`config.mk`:
```
export PLATFORM = sky130hd
export DESIGN_NAME = avl_bus_arb
export DESIGN_NICKNAME = d
export VERILOG_FILES = /design/src/rtl/avl_bus_pkg.sv /design/src/rtl/avl_sel_fifo.sv /design/src/rtl/avl_bus_arb.sv
export SDC_FILE = /design/constraint.sdc
export NUM_CORES = 1
export LEC_CHECK = 0
export ABC_AREA = 0
export CAP_MARGIN = 40
export CORE_AREA = 5 5 54 103
export CTS_CLUSTER_DIAMETER = 80
export DETAILED_ROUTE_END_ITERATION = 8
export DIE_AREA = 0 0 59 108
export PLACE_DENSITY = 0.74
export RECOVER_POWER = 100
export SYNTH_ARGS = -nofsm -noshare
export SYNTH_HDL_FRONTEND = slang
export SYNTH_HIERARCHICAL = 1
export SYNTH_SLANG_ARGS = --single-unit
```
`constraint.sdc`:
```
create_clock -name clk -period 4 [get_ports clk]
set_input_delay 0.6 -clock clk [delete_from_list [all_inputs] [get_ports clk]]
set_output_delay 0.6 -clock clk [all_outputs]
set_load 0.005 [all_outputs]
```
`src/rtl/avl_bus_pkg.sv`:
```
// rtl/avl_bus_pkg.sv - shared constants, state type and round-robin pick for avl_bus_arb
package avl_bus_pkg;

    localparam int ARB_RR      = 0;
    localparam int ARB_FIXED   = 1;
    localparam int MAX_MASTERS = 32;

    typedef enum logic {
        IDLE = 1'b0,
        OWN  = 1'b1
    } arb_state_e;

    // Rotate the request vector so bit 0 is the pointer, take the lowest set
    // bit, then map back to an absolute index. A zero pointer gives fixed priority.
    function automatic logic [4:0] rr_pick(input logic [31:0] req, input int n, input logic [4:0] ptr);
        logic [31:0] mask;
        logic [63:0] dbl;
        logic [31:0] rot;
        logic [4:0]  k;
        int          sum;
        mask = (n >= MAX_MASTERS) ? '1 : ((32'd1 << n) - 32'd1);
        dbl  = {32'b0, req & mask};
        dbl  = dbl | (dbl << n);
        rot  = 32'(dbl >> ptr) & mask;
        k    = '0;
        for (int i = MAX_MASTERS - 1; i >= 0; i--) begin
            if (rot[i]) k = 5'(i);
        end
        sum = int'(k) + int'(ptr);
        if (sum >= n) sum = sum - n;
        return 5'(sum);
    endfunction

endpackage

```
`src/rtl/avl_sel_fifo.sv`:
```
// rtl/avl_sel_fifo.sv - register FIFO holding the owner index of each outstanding read
module avl_sel_fifo #(
    parameter int  WIDTH = 3,
    parameter int  DEPTH = 2,
    localparam int PTR_W = (DEPTH > 1) ? $clog2(DEPTH) : 1,
    localparam int CNT_W = $clog2(DEPTH + 1)
) (
    input  logic             clk,
    input  logic             rst,
    input  logic             push,
    input  logic             pop,
    input  logic [WIDTH-1:0] din,
    output logic [WIDTH-1:0] head,
    output logic [CNT_W-1:0] cnt,
    output logic             full,
    output logic             empty
);

    logic [WIDTH-1:0] mem [DEPTH];
    logic [PTR_W-1:0] wr_ptr;
    logic [PTR_W-1:0] rd_ptr;
    logic             do_push;
    logic             do_pop;

    function automatic logic [PTR_W-1:0] wrap_inc(input logic [PTR_W-1:0] p);
        return (p == PTR_W'(DEPTH - 1)) ? '0 : p + PTR_W'(1);
    endfunction

    assign empty   = (cnt == '0);
    assign full    = (cnt == CNT_W'(DEPTH));
    assign do_pop  = pop & ~empty;
    // A pop in the same cycle frees the slot a push into a full FIFO needs.
    assign do_push = push & (~full | do_pop);
    assign head    = mem[rd_ptr];

    always_ff @(posedge clk or posedge rst) begin
        if (rst) begin
            wr_ptr <= '0;
            rd_ptr <= '0;
            cnt    <= '0;
        end else begin
            if (do_push) wr_ptr <= wrap_inc(wr_ptr);
            if (do_pop)  rd_ptr <= wrap_inc(rd_ptr);
            if (do_push && !do_pop)      cnt <= cnt + CNT_W'(1);
            else if (do_pop && !do_push) cnt <= cnt - CNT_W'(1);
        end
    end

    always_ff @(posedge clk) begin
        if (do_push) mem[wr_ptr] <= din;
    end

endmodule

```
`src/rtl/avl_bus_arb.sv`:
```
// rtl/avl_bus_arb.sv - N-to-1 Avalon-MM master arbiter with read-return routing
module avl_bus_arb
    import avl_bus_pkg::*;
#(
    parameter int  MASTER_NUM     = 8,
    parameter int  ARB_METHOD     = ARB_RR,
    parameter int  SEL_FIFO_DEPTH = 2,
    localparam int IDX_W          = $clog2(MASTER_NUM),
    localparam int CNT_W          = $clog2(SEL_FIFO_DEPTH + 1)
) (
    input  logic                  clk,
    input  logic                  rest,
    input  logic [MASTER_NUM-1:0] m_read,
    input  logic [MASTER_NUM-1:0] m_write,
    output logic [MASTER_NUM-1:0] m_waitrequest,
    output logic [MASTER_NUM-1:0] m_readdatavalid,
    output logic                  bus_read,
    output logic                  bus_write,
    input  logic                  bus_waitrequest,
    input  logic                  bus_readdatavalid,
    output logic [MASTER_NUM-1:0] grant,
    output logic [IDX_W-1:0]      grant_idx,
    output logic                  grant_valid,
    output logic [CNT_W-1:0]      sel_fifo_cnt,
    output logic                  rsp_err
);

    arb_state_e            state;
    logic [IDX_W-1:0]      rr_ptr;
    logic [MASTER_NUM-1:0] req;
    logic [31:0]           req_ext;
    logic [IDX_W-1:0]      winner;
    logic [IDX_W-1:0]      head;
    logic                  own_read;
    logic                  own_write;
    logic                  accept;
    logic                  push;
    logic                  pop;
    logic                  fifo_full;
    logic                  fifo_empty;
    logic                  sel_full;

    assign req       = m_read | m_write;
    assign own_read  = (state == OWN) & m_read[grant_idx];
    assign own_write = (state == OWN) & m_write[grant_idx];
    assign pop       = bus_readdatavalid & ~fifo_empty;
    assign sel_full  = fifo_full & ~pop;

    // Write wins when the owner asserts both; a full FIFO holds reads back.
    assign bus_write = own_write;
    assign bus_read  = own_read & ~own_write & ~sel_full;
    assign accept    = (bus_read | bus_write) & ~bus_waitrequest;
    assign push      = accept & bus_read;

    assign m_readdatavalid = pop ? (MASTER_NUM'(1) << head) : '0;

    always_comb begin
        m_waitrequest = '1;
        if (state == OWN) m_waitrequest[grant_idx] = ~accept;
    end

    always_comb begin
        req_ext                 = '0;
        req_ext[MASTER_NUM-1:0] = req;
        winner = IDX_W'(rr_pick(req_ext, MASTER_NUM,
                                (ARB_METHOD == ARB_FIXED) ? 5'd0 : 5'(rr_ptr)));
    end

    always_ff @(posedge clk or posedge rest) begin
        if (rest) begin
            state       <= IDLE;
            grant       <= '0;
            grant_idx   <= '0;
            grant_valid <= 1'b0;
            rr_ptr      <= '0;
            rsp_err     <= 1'b0;
        end else begin
            if (bus_readdatavalid && fifo_empty) rsp_err <= 1'b1;
            case (state)
                IDLE: begin
                    if (|req) begin
                        grant       <= MASTER_NUM'(1) << winner;
                        grant_idx   <= winner;
                        grant_valid <= 1'b1;
                        state       <= OWN;
                    end
                end
                OWN: begin
                    if (accept) begin
                        rr_ptr      <= (grant_idx == IDX_W'(MASTER_NUM - 1)) ? '0 : grant_idx + IDX_W'(1);
                        grant       <= '0;
                        grant_valid <= 1'b0;
                        state       <= IDLE;
                    end else if (!m_read[grant_idx] && !m_write[grant_idx]) begin
                        grant       <= '0;
                        grant_valid <= 1'b0;
                        state       <= IDLE;
                    end
                end
                default: state <= IDLE;
            endcase
        end
    end

    avl_sel_fifo #(
        .WIDTH (IDX_W),
        .DEPTH (SEL_FIFO_DEPTH)
    ) u_sel_fifo (
        .clk   (clk),
        .rst   (rest),
        .push  (push),
        .pop   (pop),
        .din   (grant_idx),
        .head  (head),
        .cnt   (sel_fifo_cnt),
        .full  (fifo_full),
        .empty (fifo_empty)
    );

endmodule

```
Word-level counts from Yosys, hierarchy flattened
Memory sizes are Yosys's and may differ from the RTL's.
Cells that the tools add are included.
{"block": "word_totals", "regBits": 21, "ramBits": 6, "inputBits": 20, "mem_count": 1}
{"block": "op_classes", "addsub": 7, "magnitude_cmp": 3, "eq_ne": 4, "n_shift": 3, "mux": 36, "n_bitwise": 24, "n_reduce_logical": 15}
{"name": "u_sel_fifo.mem", "words": 2, "width": 3, "rd": 1, "rd_ports_with_merged_regs": 0, "write_ports": 1, "line_no": "avl_sel_fifo.sv:19", "text": "logic [WIDTH-1:0] mem [DEPTH];"}
{"operator": "8-bit two-way mux", "count": 5}
{"operator": "3-bit two-way mux", "count": 7}
{"operator": "8-bit by 16-bit OR with 16-bit output", "count": 1}
{"operator": "8-bit OR", "count": 2}
{"operator": "8-bit case mux with 2 select lines", "count": 1}
{"operator": "1-bit by 3-bit left shift with 8-bit output, first input constant", "count": 2}
{"operator": "16-bit by 3-bit >> shifter with 8-bit output", "count": 1}
{"operator": "5-bit two-way mux", "count": 3}
{"operator": "1-bit two-way mux", "count": 13}
{"operator": "1-bit AND", "count": 10}
{"operator": "1-bit NOT", "count": 8}
{"operator": "8-bit NOT", "count": 1}
{"operator": "8-bit OR reduction", "count": 1}
{"operator": "5-bit by 3-bit adder with 6-bit output", "count": 1}
{"operator": "1-bit binary-select mux with 3-bit select", "count": 2}
{"operator": "6-bit by 4-bit greater-or-equal comparator with 1-bit output, second input constant", "count": 1}
{"operator": "2-bit AND reduction", "count": 3}
{"operator": "1-bit logical AND", "count": 5}
{"operator": "1-bit zero test", "count": 4}
{"operator": "3-bit by 4-bit less-than comparator with 1-bit output, second input constant", "count": 1}
{"operator": "2-bit two-way mux", "count": 2}
{"operator": "1-bit case mux with 2 select lines", "count": 2}
{"operator": "3-bit by 1-bit adder with 3-bit output, second input constant", "count": 1}
{"operator": "1-bit demux with 3-bit select", "count": 1}
{"operator": "other kinds (12)", "count": 14}

Longest topological paths before layout
Gate-level depths: netlist (run 1).
{"block": "depth", "word_depth": 17, "ltp_mapped": 14}

Hierarchy
The synthesis (run 1) kept the hierarchy.
{"module": "avl_bus_arb", "n_inst": 1, "cells_per_inst": 208, "area_each_um2": 1796.7}
{"module": "avl_sel_fifo", "n_inst": 1, "cells_per_inst": 29, "area_each_um2": 436.7}

Worst setup path after synthesis (run 1)
Ideal clock, no wire load.
{"block": "synth_path", "kind": "input -> register", "start": "in m_write[2]", "end": "reg grant[2]", "setup_ns": 0.069, "arrival_ns": 3.295, "required_ns": 3.931, "setup_slack_ns": 0.636, "stages": 13, "path_buffers": 0, "path_cell_list": "or2_0 -> mux4_2 -> mux2_2 -> a21oi_1 -> o31ai_1 -> o21ba_1 -> ha_1 -> inv_1 -> fa_1 -> or3_1 -> nor2_1 -> nand3_1 -> nand3_1"}
{"block": "synth_via", "elab_chain_cells": 17}
{"element": "start, declared", "line_no": "avl_bus_arb.sv:14", "text": "input logic [MASTER_NUM-1:0] m_write,"}
{"element": "8-bit OR", "line_no": "avl_bus_arb.sv:43", "text": "assign req = m_read | m_write;"}
{"element": "8-bit by 16-bit OR with 16-bit output", "line_no": "avl_bus_pkg.sv:23", "text": "dbl = dbl | (dbl << n);"}
{"element": "16-bit by 3-bit >> shifter with 8-bit output", "line_no": "avl_bus_pkg.sv:24", "text": "rot = 32'(dbl >> ptr) & mask;"}
{"element": "3-bit two-way mux (5 in series)", "line_no": "avl_bus_pkg.sv:27", "text": "if (rot[i]) k = 5'(i);"}
{"element": "5-bit two-way mux (3 in series)", "line_no": "avl_bus_pkg.sv:27"}
{"element": "5-bit by 3-bit adder with 6-bit output", "line_no": "avl_bus_pkg.sv:29", "text": "sum = int'(k) + int'(ptr);"}
{"element": "6-bit by 4-bit greater-or-equal comparator with 1-bit output / 3-bit by 1-bit subtractor with 3-bit output (equally long branches)", "line_no": "avl_bus_pkg.sv:30", "text": "if (sum >= n) sum = sum - n;"}
{"element": "3-bit two-way mux", "line_no": "avl_bus_pkg.sv:30"}
{"element": "1-bit by 3-bit left shift with 8-bit output", "line_no": "avl_bus_arb.sv:82", "text": "grant <= MASTER_NUM'(1) << winner;"}
{"element": "8-bit two-way mux", "line_no": "avl_bus_arb.sv:81", "text": "if (|req) begin"}
{"element": "8-bit case mux with 2 select lines", "line_no": "avl_bus_arb.sv:79", "text": "case (state)"}
{"element": "end signal, assigned", "line_no": "avl_bus_arb.sv:82"}
{"element": "end, declared", "line_no": "avl_bus_arb.sv:21", "text": "output logic [MASTER_NUM-1:0] grant,"}
Parallel ways exist; a longest one is shown, timed or not. The select of a mux whose other input is x is not followed.
A chain may end at the register's enable or synchronous reset.

Final worst setup path (run 1)
{"block": "layout_path", "start": "in m_read[3]", "end": "reg grant[6]"}
{"block": "layout_via", "elab_chain_cells": 17}
{"element": "start, declared", "line_no": "avl_bus_arb.sv:13", "text": "input logic [MASTER_NUM-1:0] m_read,"}
{"element": "8-bit OR", "line_no": "avl_bus_arb.sv:43"}
{"element": "8-bit by 16-bit OR with 16-bit output", "line_no": "avl_bus_pkg.sv:23"}
{"element": "16-bit by 3-bit >> shifter with 8-bit output", "line_no": "avl_bus_pkg.sv:24"}
{"element": "3-bit two-way mux (5 in series)", "line_no": "avl_bus_pkg.sv:27"}
{"element": "5-bit two-way mux (3 in series)", "line_no": "avl_bus_pkg.sv:27"}
{"element": "5-bit by 3-bit adder with 6-bit output", "line_no": "avl_bus_pkg.sv:29"}
{"element": "6-bit by 4-bit greater-or-equal comparator with 1-bit output / 3-bit by 1-bit subtractor with 3-bit output (equally long branches)", "line_no": "avl_bus_pkg.sv:30"}
{"element": "3-bit two-way mux", "line_no": "avl_bus_pkg.sv:30"}
{"element": "1-bit by 3-bit left shift with 8-bit output", "line_no": "avl_bus_arb.sv:82"}
{"element": "8-bit two-way mux", "line_no": "avl_bus_arb.sv:81"}
{"element": "8-bit case mux with 2 select lines", "line_no": "avl_bus_arb.sv:79"}
Parallel ways exist; a longest one is shown, timed or not. The select of a mux whose other input is x is not followed.

==> results.py, run 1 <==
metrics = {
    "floorplanning": {
        "core_mm2": 0.00464,
        "die_area_mm2": 0.00637,
        "fp.dieW_um": 59,
        "initial_core_util_pct": 48.1,
        "io_pins": 53,
        "fp-row-count": 35,
        "die_h_um": 108,
    },
    "synth": {
        "synth-edff-count": 6,
        "ys_seq_area_share_pct": 31.6,
        "syn_inst": 237,
        "synth.cell_area_mm2": 0.00223,
        "ys.flop_type": "dfrtp_1",
        "syn-num-nets": 262,
        "synth-seq-cells": 27,
        "synth_commonest_cells": "nor2_1 (32), nand3_1 (31), dfrtp_1 (21), o21ai_1 (12)",
        "yosysWarnings": 6,
        "synth.largest_area_cell": "dfrtp_1",
        "netlist.area_leader.share_pct": 23.5,
        "async_reset_ff_share_pct": 77.8,
        "yosysUniqueCellTypes": 56,
        "synth.avg_cell_area_um2": 9.42,
        "synthMostInstantiatedCell": "nor2_1",
        "ys_top_cells_by_area": "dfrtp_1 (24%), mux4_2 (9.1%), edfxtp_1 (8.1%)",
    },
    "power": {
        "peakVddDrop_mv": 0.396,
        "powerDensity_mw_per_mm2": 663,
        "power_uw": 1900,
        "leakagePower_uw": 0.00114,
    },
    "placement": {
        "gp_congestion": 0.839,
        "io_buffers": 52,
        "postPlaceCellArea_mm2": 0.00284,
        "post-dp-hpwl_um": 4620,
        "pre_cts_ws_ns": 0.0108,
        "place_inst": 343,
    },
    "cts": {
        "numCtsBuffers": 3,
        "clock_path_buffers": 2,
        "clk_pin_slew_ns": 0.09,
        "root_buffer": "clkbuf_8",
        "clkSinkCount": 27,
        "ctsHoldBuffers": 0,
        "postCtsSetupRepairBufs": 0,
        "cts_tree": "done",
        "ctsResizeCount": 0,
        "htreeDepth": 1,
        "worst_skew_pair.late_latency_ns": 0.27,
    },
    "detailed_routing": {
        "drt-initial-drc-count": 31,
        "wl_met2_um": 3160,
        "met1Wirelength_um": 1950,
        "top_layer": "met4",
        "avgViaCountPerCell": 5.93,
        "drc": 0,
        "routed-wl-met3_um": 187,
        "detail-route-antenna-nets": 0,
        "drt_first_pass_iters": 5,
        "vias": 2056,
        "routedWlPerCell_um": 16.0,
        "finalWirelength_um": 5540,
    },
    "worst_hold_path": {
        "hold_depth": 1,
        "hp-class": "reg2reg",
        "hold_end": "rsp_err",
        "hold_path_startpoint": "rsp_err",
    },
    "global_routing": {
        "grt_first_pass_wirelength_um": 9270,
        "grt_use_total_pct": 18.6,
        "grt_pass1_vias": 2107,
        "grt_overflow": 0,
        "antenna_found_initial": 0,
        "grt_max_degree": 18,
    },
    "critical_path": {
        "timing.rr.end": "grant[6]",
        "r2r_slack_ns": 0.51,
        "cp_data_arrival_time_ns": 3.99,
        "endpoint_kind": "flop",
        "timing.rr.start": "rr_ptr[1]",
        "critPathKind": "in2reg",
        "crit_required_ns": 4.21,
        "worstPathMaxFanout": 4,
        "worstRegToRegCells": 13,
        "start_kind": "input pin",
    },
    "sta": {
        "rsz0062_at_grt": "no",
        "period_share_pct": 94.5,
        "fmax_mhz": 264,
        "clock_skew_ns": 0.00403,
        "finalHoldViolCount": 0,
        "slew_violations": 0,
        "setup_slack_ns": 0.219,
        "setup_viol": 0,
        "period_needed_ns": 3.78,
        "worstMarginPinSlew_ns": 0.706,
        "tns_ns": 0,
        "relSlewSlack_pct": 52.6,
    },
    "cells_and_area": {
        "nets": 318,
        "drive_gt1_share_pct": 11.6,
        "final_area_mm2": 0.00286,
        "syn_to_final_growth_pct": 28.2,
        "fin_cells": 347,
        "diodes": 0,
    },
    "run_status": {
        "status": "completed",
    },
    "run": {
        "max_cap_violations": 0,
    },
}
metrics by stage:
stage	hold WS (ns)	utilization, %
5_1_grt	0.510	61.7
3_5_place_dp	0.448	61.2
4_1_cts	0.470	62.3
6_report	0.460	61.7
3_3_place_gp	0.439	61.2
2_1_floorplan	0.366	-
where the power goes:
group / total, µW / switching (µW) / internal [µW] / leakage (µW)
logic: 1210 / 615 / 590 / 0.000811
clock network: 155 / 84.8 / 70.7 / 0.0000217
registers: 538 / 154 / 383 / 0.000312
logic make-up (layout without fill, tap and decap cells):
| kind of cell | count (synthesis) | after routing | share of synthesized area [%] |
|---|---|---|---|
| adders and majority gates | 5 | 5 | 3.14 |
| muxes | 32 | 32 | 21.2 |
| xor gates and xnor gates | 7 | 7 | 2.75 |
| buffers and inverters | 21 | 76 | 4.15 |
| AOI/OAI and AO/OA | 34 | 34 | 10.6 |
| and+or+nand+nor | 111 | 111 | 26.6 |
| DFF | 27 | 27 | 31.6 |
state kept, by name, indices dropped and copies added (netlist names):
register and flops:
rr_ptr 3, u_sel_fifo/mem 6, u_sel_fifo/cnt 2, u_sel_fifo/rd_ptr 1, grant_idx 3, grant 8, grant_valid 1, u_sel_fifo/wr_ptr 1
rsp_err 1, state 1
worst max-delay path by stage:
stage / startpoint / endpoint / cells after the start
3_5_place_dp: m_read[0] / grant[6] / 14
4_1_cts: m_read[0] / grant[6] / 14
2_1_floorplan: m_write[2] / grant[2] / 13
5_1_grt: m_write[2] / grant[6] / 14
6_report: m_read[3] / grant[6] / 14
3_3_place_gp: m_write[2] / grant[2] / 14
worst max-delay path: stages:
cell and delay, ns:
clkdlybuf4s50_1 0.48, or2_0 0.27, mux4_2 0.48, mux2_2 0.32
a21oi_1 0.16, o31ai_1 0.08, o21ba_1 0.18, ha_1 0.17
inv_1 0.06, fa_1 0.44, or3_1 0.38, nor2_1 0.17
nand3_1 0.11, nand3_1 0.09
layer usage:
metal,up-vias,track usage [%]
met5,-,0
li1,991,-
met2,75,35.6
met1,972,18.3
met4,0,11.2
met3,18,1.31
placed cells by master (no fill, tap or decap), types with 2 or more instances in the layout:
cell type	instances
dlygate4sd3_1	35
nor2_1	32
nand3_1	31
dfrtp_1	21
clkdlybuf4s50_1	17
mux4_2	9
mux2i_1	9
nand2_1	9
o21ai_0	8
o21ai_1	7
inv_1	7
mux2_2	6
nand2b_1	6
buf_4	6
edfxtp_1	6
mux2_1	5
nor3_1	5
or2_0	4
or2_1	4
nor4_1	4
xnor2_1	4
ha_1	4
clkbuf_1	4
nand3b_1	3
xor2_1	3
o31ai_1	3
clkbuf_8	3
inv_2	2
mux2_4	2
o221ai_1	2
nor2b_1	2
a21oi_1	2
nand4b_1	2
nand4_1	2
final cells by class:
class,instances,area [µm²]
fill,429,1780
multi-input combinational,189,1420
sequential,27,706
timing repair buffer,62,581
tap,55,68.8
clock buffer,3,41.3
inverter,10,37.5
clock inverter,1,7.51
No activity file was read; power rests on OpenSTA's default activity.
==> run 2: changes to the inputs <==
--- a/config.mk
+++ b/config.mk
@@ -7,11 +7,11 @@
 export LEC_CHECK = 0
 export ABC_AREA = 0
 export CAP_MARGIN = 40
-export CORE_AREA = 5 5 54 103
+export CORE_AREA = 5 5 56 108
 export CTS_CLUSTER_DIAMETER = 80
 export DETAILED_ROUTE_END_ITERATION = 8
-export DIE_AREA = 0 0 59 108
-export PLACE_DENSITY = 0.74
+export DIE_AREA = 0 0 61 113
+export PLACE_DENSITY = 0.69
 export RECOVER_POWER = 100
 export SYNTH_ARGS = -nofsm -noshare
 export SYNTH_HDL_FRONTEND = slang
==> run 2 against run 1 <==
  * Design area is essentially flat
  * Non-clock buffer count is 1 lower
  * Sequential share of layout area is essentially flat
  * Combinational power about the same
  * Core utilization decreased by 5.5 points
  * Cell count increased by 0.58%
  * Die area up 8.2%
  * Critical path type is now reg2out
  * Critical endpoint is now m_waitrequest[2]
  * Largest cell class unchanged
  * Highest routed layer unchanged
==> results.py, run 2 (synthesis gave the netlist of run 1 again) <==
metrics = {
    "floorplanning": {
        "core_mm2": 0.00509,
        "die_h_um": 113,
        "io_pins": 53,
        "fp.dieW_um": 61,
        "initial_core_util_pct": 43.9,
        "die_area_mm2": 0.00689,
        "fp-row-count": 37,
    },
    "placement": {
        "pre_cts_ws_ns": -0.0176,
        "post-dp-hpwl_um": 4710,
        "place_inst": 345,
        "io_buffers": 52,
        "gp_congestion": 0.876,
    },
    "worst_hold_path": {
        "hold_depth": 1,
        "hp-class": "reg2reg",
        "hold_path_startpoint": "rsp_err",
    },
    "cts": {
        "clk_pin_slew_ns": 0.09,
        "root_buffer": "clkbuf_8",
        "ctsHoldBuffers": 0,
        "clock_path_buffers": 2,
        "numCtsBuffers": 3,
        "htreeDepth": 1,
        "postCtsSetupRepairBufs": 0,
        "clkSinkCount": 27,
        "worst_skew_pair.late_latency_ns": 0.27,
        "ctsResizeCount": 0,
        "cts_tree": "done",
    },
    "critical_path": {
        "endpoint_kind": "primary output",
        "crit_required_ns": 3.40,
        "start_kind": "flop",
        "timing.rr.start": "rr_ptr[2]",
        "worstRegToRegCells": 13,
        "startpoint": "grant_idx[1]",
        "cp_data_arrival_time_ns": 3.21,
        "critPathKind": "reg2out",
        "worstPathMaxFanout": 18,
    },
    "sta": {
        "period_share_pct": 95.3,
        "clock_skew_ns": 0.00183,
        "finalHoldViolCount": 0,
        "worstMarginPinSlew_ns": 0.752,
        "setup_slack_ns": 0.186,
        "rsz0062_at_grt": "no",
        "fmax_mhz": 262,
        "period_needed_ns": 3.81,
        "slew_violations": 0,
        "relSlewSlack_pct": 49.4,
        "setup_viol": 0,
    },
    "global_routing": {
        "grt_pass1_vias": 1994,
        "grt_use_total_pct": 17.3,
        "grt_first_pass_wirelength_um": 9160,
        "grt_overflow": 0,
        "grt_max_degree": 22,
        "antenna_found_initial": 0,
    },
    "cells_and_area": {
        "nets": 317,
        "reg_top3": "grant (8), u_sel_fifo/mem (6)",
        "largest_register": "grant",
        "final_cell_mix": "nor2_1 (32), nand3_1 (31), dlygate4sd3_1 (31), dfrtp_1 (21), clkdlybuf4s50_1 (21)",
        "multiInputGateArea_mm2": 0.00142,
        "fill_cells": 488,
        "diodes": 0,
        "drive_gt1_share_pct": 11.7,
        "final_common_cell": "nor2_1",
        "syn_to_final_growth_pct": 28.1,
        "fin_cells": 349,
        "register_area_um2": 706,
        "utilization_pct": 56.2,
        "largest_reg_flops": 8,
    },
    "power": {
        "leakagePower_uw": 0.00116,
        "switching_share_pct": 44.8,
        "p_comb_share_pct": 62.5,
        "seqPwrFrac_pct": 29.5,
        "internal_power_uw": 1050,
        "peakVddDrop_mv": 0.381,
        "power_frac_clock_pct": 8.0,
        "switchingPower_uw": 852,
        "powerDensity_mw_per_mm2": 665,
    },
    "detailed_routing": {
        "vias": 2024,
        "finalWirelength_um": 5570,
        "drt_first_pass_iters": 4,
        "routedWlPerCell_um": 16.0,
        "avgViaCountPerCell": 5.80,
        "drt-initial-drc-count": 46,
        "drc": 0,
        "detail-route-antenna-nets": 0,
    },
    "run": {
        "max_cap_violations": 0,
    },
    "run_status": {
        "status": "completed",
    },
}
-- run 2: cell count changes in the layout (fill, tap and decap cells not counted) --
| cell | delta |
|---|---|
| clkbuf_1 | -1 |
| clkdlybuf4s50_1 | +4 |
| clkinv_2 | +1 |
| clkinvlp_4 | -1 |
| dlygate4sd3_1 | -4 |
| o21ai_0 | -1 |
| o21ai_1 | +1 |
-- run 2: area by class of cell --
| class | count | area share [%] |
|---|---|---|
| clock inverters | 1 | 0.175 |
| inverters | 10 | 1.31 |
| clock buffers | 3 | 1.44 |
| well taps | 58 | 2.54 |
| flip-flops and latches | 27 | 24.7 |
| repair buffers | 61 | 20.2 |
| multi-input cells | 189 | 49.7 |
-- run 2: critical path: stages (launching register included) --
cell           delay [ns]
dfrtp_1              0.46
clkbuf_1             0.59
nand3_1              0.16
o21a_1               0.15
o221ai_1             0.36
nand2_1              0.15
a21oi_1              0.17
buf_4                0.20
nand3_1              0.08
dlygate4sd3_1        0.61
-- run 2: power groups by stage --
stage	sequential [µW]	combinational, µW	clock, µW
after floorplan	460	925	0
after detailed placement	570	1260	0
final	560	1190	153
after CTS	564	1270	156
after global routing	583	1320	170
after global placement	565	1240	0
-- run 2: worst paths after layout --
check / endpoint / slack, ns
max: m_waitrequest[2] / 0.19
min: rsp_err / 0.46
max reg2reg: grant[6] / 0.49
min reg2reg: rsp_err / 0.46
max in group asynchronous: grant[1] / 2.68
min in group asynchronous: u_sel_fifo/cnt[0] / 0.66
-- run 2: routing by layer --
metal | up-vias | wire (µm) | GRT usage, %
met1 | 972 | 1880 | 17.2
met5 | - | 0 | 0
met3 | 6 | 172 | 0.457
li1 | 985 | - | -
met4 | 0 | 82 | 5.21
met2 | 61 | 3440 | 35.2
-- run 2: stage by stage --
step | setup TNS (ns) | hold WS (ns) | cell area (µm²) | total power [µW]
after global routing | 0 | 0.501 | 2860 | 2080
after global placement | 0 | 0.443 | 2840 | 1800
after detailed placement | -0.0220 | 0.456 | 2840 | 1830
after floorplan | 0 | 0.366 | 2230 | 1390
after CTS | 0 | 0.477 | 2890 | 1990
final | 0 | 0.465 | 2860 | 1900
==> run 3: changes to the inputs <==
--- a/config.mk
+++ b/config.mk
@@ -7,13 +7,13 @@
 export LEC_CHECK = 0
 export ABC_AREA = 0
 export CAP_MARGIN = 40
-export CORE_AREA = 5 5 56 108
+export CORE_AREA = 5 5 57 110
 export CTS_CLUSTER_DIAMETER = 80
 export DETAILED_ROUTE_END_ITERATION = 8
-export DIE_AREA = 0 0 61 113
-export PLACE_DENSITY = 0.69
+export DIE_AREA = 0 0 62 115
+export HOLD_SLACK_MARGIN = 0.05
+export PLACE_DENSITY = 0.68
 export RECOVER_POWER = 100
 export SYNTH_ARGS = -nofsm -noshare
 export SYNTH_HDL_FRONTEND = slang
-export SYNTH_HIERARCHICAL = 1
 export SYNTH_SLANG_ARGS = --single-unit
==> run 3 against run 2 <==
  * Register-to-register slack got worse by 0.25 ns
  * Core utilization grew 2.2 points
  * Design area grew 8.7%
  * Non-clock buffer count grew 21
  * Area after synthesis grew 4.6%
  * Synthesized cell count up 12%
  * Flip-flop and latch count did not move
  * Critical path depth increased by 5
  * Clock skew is 0.0033 ns higher
  * Global-route usage is 1.3 points higher
  * Clock-buffer cell count unchanged
  * Critical path type is now in2reg
  * Largest power group unchanged
==> results.py, run 3 <==
metrics = {
    "run_status": {
        "status": "completed",
    },
    "synth": {
        "yosysWarnings": 0,
        "synth-simple-area-share_pct": 34.6,
        "syn_inst": 266,
        "synth.largest_area_cell": "dfrtp_1",
        "synth-edff-count": 6,
        "netlist.area_leader.share_pct": 22.5,
        "ys.flop_type": "dfrtp_1",
        "yosysUniqueCellTypes": 65,
        "synth.avg_cell_area_um2": 8.79,
        "syn-num-nets": 291,
        "ys_top_cells_by_area": "dfrtp_1 (22%), edfxtp_1 (7.7%), nand3_1 (4.9%)",
        "synth_compound_area_share_pct": 16.6,
        "synth-seq-cells": 27,
        "synth_mux_area_share_pct": 7.12,
        "synth_top_family_by_area": "simple AND/OR/NAND/NOR gates",
        "synth_fa_ha_area_share_pct": 3.00,
        "async_reset_ff_share_pct": 77.8,
        "synthMostInstantiatedCell": "nor2_1",
        "synth_commonest_cells": "nor2_1 (26), nand3_1 (23), dfrtp_1 (21), o21ai_1 (19), nand2_1 (15)",
        "synth.cell_area_mm2": 0.00234,
        "yosys.area_share.xor_xnor_pct": 2.62,
        "ys_seq_area_share_pct": 30.2,
    },
    "cts": {
        "htreeDepth": 1,
        "postCtsSetupRepairBufs": 0,
        "numCtsBuffers": 3,
        "clk_pin_slew_ns": 0.09,
        "clock_path_buffers": 2,
        "ctsHoldBuffers": 0,
        "ctsResizeCount": 0,
        "root_buffer": "clkbuf_8",
        "worst_skew_pair.late_latency_ns": 0.27,
        "clkSinkCount": 27,
        "cts_tree": "done",
    },
    "cells_and_area": {
        "nets": 363,
        "largest_reg_flops": 8,
        "reg_top3": "grant (8), u_sel_fifo.mem (6)",
        "largest_register": "grant",
        "diodes": 0,
        "utilization_pct": 58.4,
        "final_cell_mix": "dlygate4sd3_1 (33), buf_4 (29), nor2_1 (26), nand3_1 (23), dfrtp_1 (20)",
        "syn_to_final_growth_pct": 33.0,
        "final_common_cell": "dlygate4sd3_1",
        "drive_gt1_share_pct": 17.2,
    },
    "power": {
        "power_uw": 1960,
        "powerDensity_mw_per_mm2": 629,
        "leakagePower_uw": 0.00125,
        "switchingPower_uw": 872,
        "internal_power_uw": 1080,
        "seqPwrFrac_pct": 29.9,
        "switching_share_pct": 44.6,
        "p_comb_share_pct": 62.2,
        "peakVddDrop_mv": 0.426,
        "power_frac_clock_pct": 7.8,
    },
    "critical_path": {
        "cp_num_buf_inv": 2,
        "cp_data_arrival_time_ns": 4.04,
        "crit_cells": 14,
        "endpoint_kind": "flop",
        "critPathKind": "in2reg",
        "start_kind": "input pin",
        "critPathSlowestCell": "clkdlybuf4s50_1",
        "crit_required_ns": 4.20,
        "crit_top_cell": "nand3_1",
        "worstRegToRegCells": 12,
        "crit_family": "multiplexers",
        "worstPathMaxFanout": 4,
        "path_cells": "clkdlybuf4s50_1 -> nor2_1 -> mux4_2 -> mux2_4 -> o21ai_0 -> nand3_1 -> a22oi_1 -> ha_1 -> inv_1 -> fa_1 -> xor2_2 -> nor4_1 -> o21ai_1 -> nand3_1",
        "slowest_delay_ns": 0.57,
    },
    "global_routing": {
        "grt_overflow": 0,
        "grt_first_pass_wirelength_um": 10500,
        "grt_pass1_vias": 2311,
        "grt_use_total_pct": 18.5,
        "antenna_found_initial": 0,
        "grt_max_degree": 22,
    },
    "sta": {
        "relSlewSlack_pct": 45.5,
        "setup_viol": 0,
        "period_share_pct": 95.9,
        "period_needed_ns": 3.84,
        "fmax_mhz": 261,
        "slew_violations": 0,
        "rsz0062_at_grt": "no",
        "clock_skew_ns": 0.00516,
        "finalHoldViolCount": 0,
        "worstMarginPinSlew_ns": 0.816,
    },
    "detailed_routing": {
        "detail-route-antenna-nets": 0,
        "vias": 2313,
        "avgViaCountPerCell": 5.83,
        "drt-initial-drc-count": 134,
        "drc": 0,
        "finalWirelength_um": 6400,
        "routedWlPerCell_um": 16.1,
        "drt_first_pass_iters": 4,
    },
    "placement": {
        "io_buffers": 52,
        "gp_congestion": 0.872,
        "post-dp-hpwl_um": 5070,
    },
    "worst_hold_path": {
        "hp-class": "reg2reg",
        "hold_depth": 1,
    },
    "floorplanning": {
        "io_pins": 53,
        "die_area_mm2": 0.00713,
        "fp.dieW_um": 62,
        "fp-row-count": 38,
        "initial_core_util_pct": 43.9,
        "core_mm2": 0.00533,
        "die_h_um": 115,
    },
    "run": {
        "max_cap_violations": 0,
    },
}
-- run 3: changes by cell type in the layout (fill, tap and decap cells not counted), sizes merged, moves of 6 or more --
| cell | previous run | this run |
|---|---|---|
| o41ai | 0 | 8 |
| buf | 6 | 29 |
| nand3 | 31 | 23 |
| nor4b | 0 | 10 |
| nand2 | 9 | 15 |
| mux4 | 10 | 2 |
| o21ai | 15 | 24 |
| nor4 | 6 | 14 |
| mux2 | 13 | 6 |
| nor2 | 32 | 26 |
-- run 3: metal layers --
metal	GRT usage [%]	wire (µm)
met4	3.68	63
met5	0	0
met1	23.9	2670
met3	1.80	268
met2	32.4	3400
-- run 3: stage by stage --
step           setup slack [ns]  setup TNS (ns)  instances  cell area, µm²  hold slack, ns
2_1_floorplan             0.767               0        266            2340           0.451
3_3_place_gp             0.0278               0        393            3060           0.445
3_5_place_dp            -0.0600          -0.295        393            3060           0.453
4_1_cts                   0.210               0        397            3100           0.478
5_1_grt                  0.0105               0        397            3110           0.499
6_report                  0.162               0        397            3110           0.466
-- run 3: cells by family (layout without fill, tap and decap cells) --
group / after synthesis / in the layout
AOI/OAI and AO/OA: 55 / 55
xor gates and xnor gates: 7 / 7
adders and majority gates: 5 / 5
buffers and inverters: 24 / 95
DFF: 27 / 27
muxes: 13 / 13
and+or+nand+nor: 135 / 135
-- run 3: layout make-up --
cell class / count / area [µm²]
Clock buffer: 3 / 41.3
Multi-Input combinational cell: 215 / 1500
Tap cell: 60 / 75.1
Timing Repair Buffer: 82 / 747
Inverter: 9 / 33.8
Sequential cell: 27 / 707
Fill cell: 504 / 2220
Clock inverter: 1 / 5.00
-- run 3: worst register-to-register path, cell delays in order (launching register included) --
cell	delay, ns
dfrtp_1	0.76
mux4_2	0.67
mux2_4	0.31
o21ai_0	0.15
nand3_1	0.10
a22oi_1	0.18
ha_1	0.17
inv_1	0.05
fa_1	0.44
xor2_2	0.20
nor4_1	0.40
o21ai_1	0.16
nand3_1	0.11
-- run 3: path summary, 6_finish.rpt --
path	slack (ns)	start	end
max reg2reg	0.24	rr_ptr[0]	grant[6]
min	0.47	rsp_err	rsp_err
min reg2reg	0.47	rsp_err	rsp_err
max	0.16	m_read[6]	grant[6]
min in group asynchronous	0.92	rest	grant[1]
max in group asynchronous	2.52	rest	rr_ptr[2]
-- run 3: power groups by stage --
stage,clock (µW),sequential [µW],combinational (µW)
6_report,153,586,1220
5_1_grt,175,613,1350
4_1_cts,155,585,1250
3_5_place_dp,0,591,1250
3_3_place_gp,0,585,1210
2_1_floorplan,0,468,897
==> variant: new RTL, flow settings as in run 2 <==
Register the output `sel_fifo_cnt`, cleared by the reset; this adds one clock of latency there. The other outputs are not delayed to match.
--- a/src/rtl/avl_bus_arb.sv
+++ b/src/rtl/avl_bus_arb.sv
@@ -26,2 +26,4 @@
 );
+
+    logic [CNT_W-1:0] sel_fifo_cnt_d;
 
@@ -114,3 +116,3 @@
         .head  (head),
-        .cnt   (sel_fifo_cnt),
+        .cnt   (sel_fifo_cnt_d),
         .full  (fifo_full),
@@ -119,2 +121,10 @@
 
+    always_ff @(posedge clk or posedge rest) begin
+        if (rest) begin
+            sel_fifo_cnt <= '0;
+        end else begin
+            sel_fifo_cnt <= sel_fifo_cnt_d;
+        end
+    end
+
 endmodule
Behaviour: not the same (a bounded check fails within 4 cycles, from zero or initial values).
==> variant against run 2 <==
  * Power rose by 6.4%
  * Synthesized area rose by 0.22%
  * Register-to-register slack got worse by 0.26 ns
  * Worst setup slack got worse by 0.045 ns
  * First-iteration DRC count rose by 28%
  * Sequential cell count rose by 2
  * Critical path depth rose by 7
  * Routed wire length rose by 2.0%
  * Cell area rose by 5.9%
  * Largest cell class unchanged
  * Largest power group unchanged
  * Highest routed layer unchanged
==> variant: results (changes against run 2) <==
The register area share after synthesis came out at 0.338 (+0.0217). The share of total power in combinational logic is 0.596 (-0.029). The final weighted congestion of routability-driven global placement is 0.833 (-5.0%). The maximum fanout encountered on the critical timing path is 5 (-13). The number of DRC markers in iteration 0 is 59 (+28%).

The synthesized-area fraction occupied by ao, oa, aoi and oai cells came to 0.105 (-0.00136). The non-filler instance count after layout came out at 347 (-0.57%). The switching part of the total power came to 0.427 (-0.0212). The normalized max-slew margin is 0.525 (+0.0306). The worst vdd rail ir drop is 0.389 mV (+1.9%). The clock period minus final worst setup slack came out at 3.86 ns (+0.0455 ns).

The tightest hold margin came out at 0.466 ns (+0.00105 ns). The routing usage on met1 came to 0.179 (+0.00651). The flow ran to the end, and the final reports show no timing, DRC or antenna violations.

The xor and xnor fraction of the mapped netlist area was 0.0274 (-0.0000614). The routing usage on met2 is 0.338 (-0.0143). Ranked by total cell area, the synthesized netlist is headed by sky130_fd_sc_hd__dfrtp_1, sky130_fd_sc_hd__edfxtp_1, sky130_fd_sc_hd__mux4_2. The area share of fa/ha/maj cells after synthesis was 0.0313 (-0.0000701).

The number of buffers created by CTS is 5 (+2). The signal arrival time at the worst endpoint is 4.03 ns (+0.82 ns). The number of nets in the layout came out at 313 (-1.3%). Counting instances in the post-synthesis netlist gives the leading cell types as sky130_fd_sc_hd__nor2_1, sky130_fd_sc_hd__dfrtp_1, sky130_fd_sc_hd__nand2_1.

The highest cell delay on the worst timing path came out at 0.47 ns (-0.14 ns). Grouping stages by cell kind, the critical path spends the most delay in simple AND/OR/NAND/NOR gates. The number of inserted filler cells in the final layout came out at 446 (-8.6%). The wire length of the first global-routing pass came to 9310 um (+1.6%). The clock-pin slew reported for the worst setup and hold paths after clock tree synthesis came out at 0.07 ns (-0.02 ns). The total length of routed wires is 5690 um (+2.0%). The area after detailed placement came out at 2950 sq um (+3.9%). The setup slack after placement is -0.225 ns (-0.207 ns). Tracing the worst setup path back leads to its startpoint at m_read[2]. The power share of the clock group came out at 0.117 (+0.037). The H-tree depth is 2 (+1).

The setup skew after layout came out at 0.0108 ns (+0.00901 ns). In this run the critical register-to-register path is launched from rr_ptr[0]. The via count of the first global-routing pass came to 1999 (+0.25%). For this design, the slowest cell found on the critical path is sky130_fd_sc_hd__nor4_1. The cell area power density is 668 nW/um^2 (+0.51%).

The mux share of post-synthesis cell area came out at 0.182 (-0.0295). The via density per instance came out at 5.69 (-1.8%). The end point of the critical path is grant[7]. The global routing met3 resource utilization is 0.0148 (+0.0103). The met2 wire length is 3320 um (-3.5%).
-- variant: cell types whose count changed after synthesis, moves of 5 or more --
cell                       change
sky130_fd_sc_hd__a21boi_0      +5
sky130_fd_sc_hd__a221o_1       +7
sky130_fd_sc_hd__nand2_1       +7
sky130_fd_sc_hd__nand3_1      -27
sky130_fd_sc_hd__nor2_1        -8
sky130_fd_sc_hd__nor4_1       +11
sky130_fd_sc_hd__nor4b_1       +6
sky130_fd_sc_hd__o21ai_1      -11
-- variant: cell type report --
class | instances | area share
Inverter | 10 | 0.0124
Sequential cell | 29 | 0.249
Clock buffer | 5 | 0.0227
Multi-Input combinational cell | 167 | 0.462
Tap cell | 58 | 0.0240
Clock inverter | 3 | 0.00578
Timing Repair Buffer | 75 | 0.224
-- variant: timing repair --
action,CTS,global route
endpoints found under the setup margin,0,6
buffers inserted,0,0
gates resized for setup,0,6
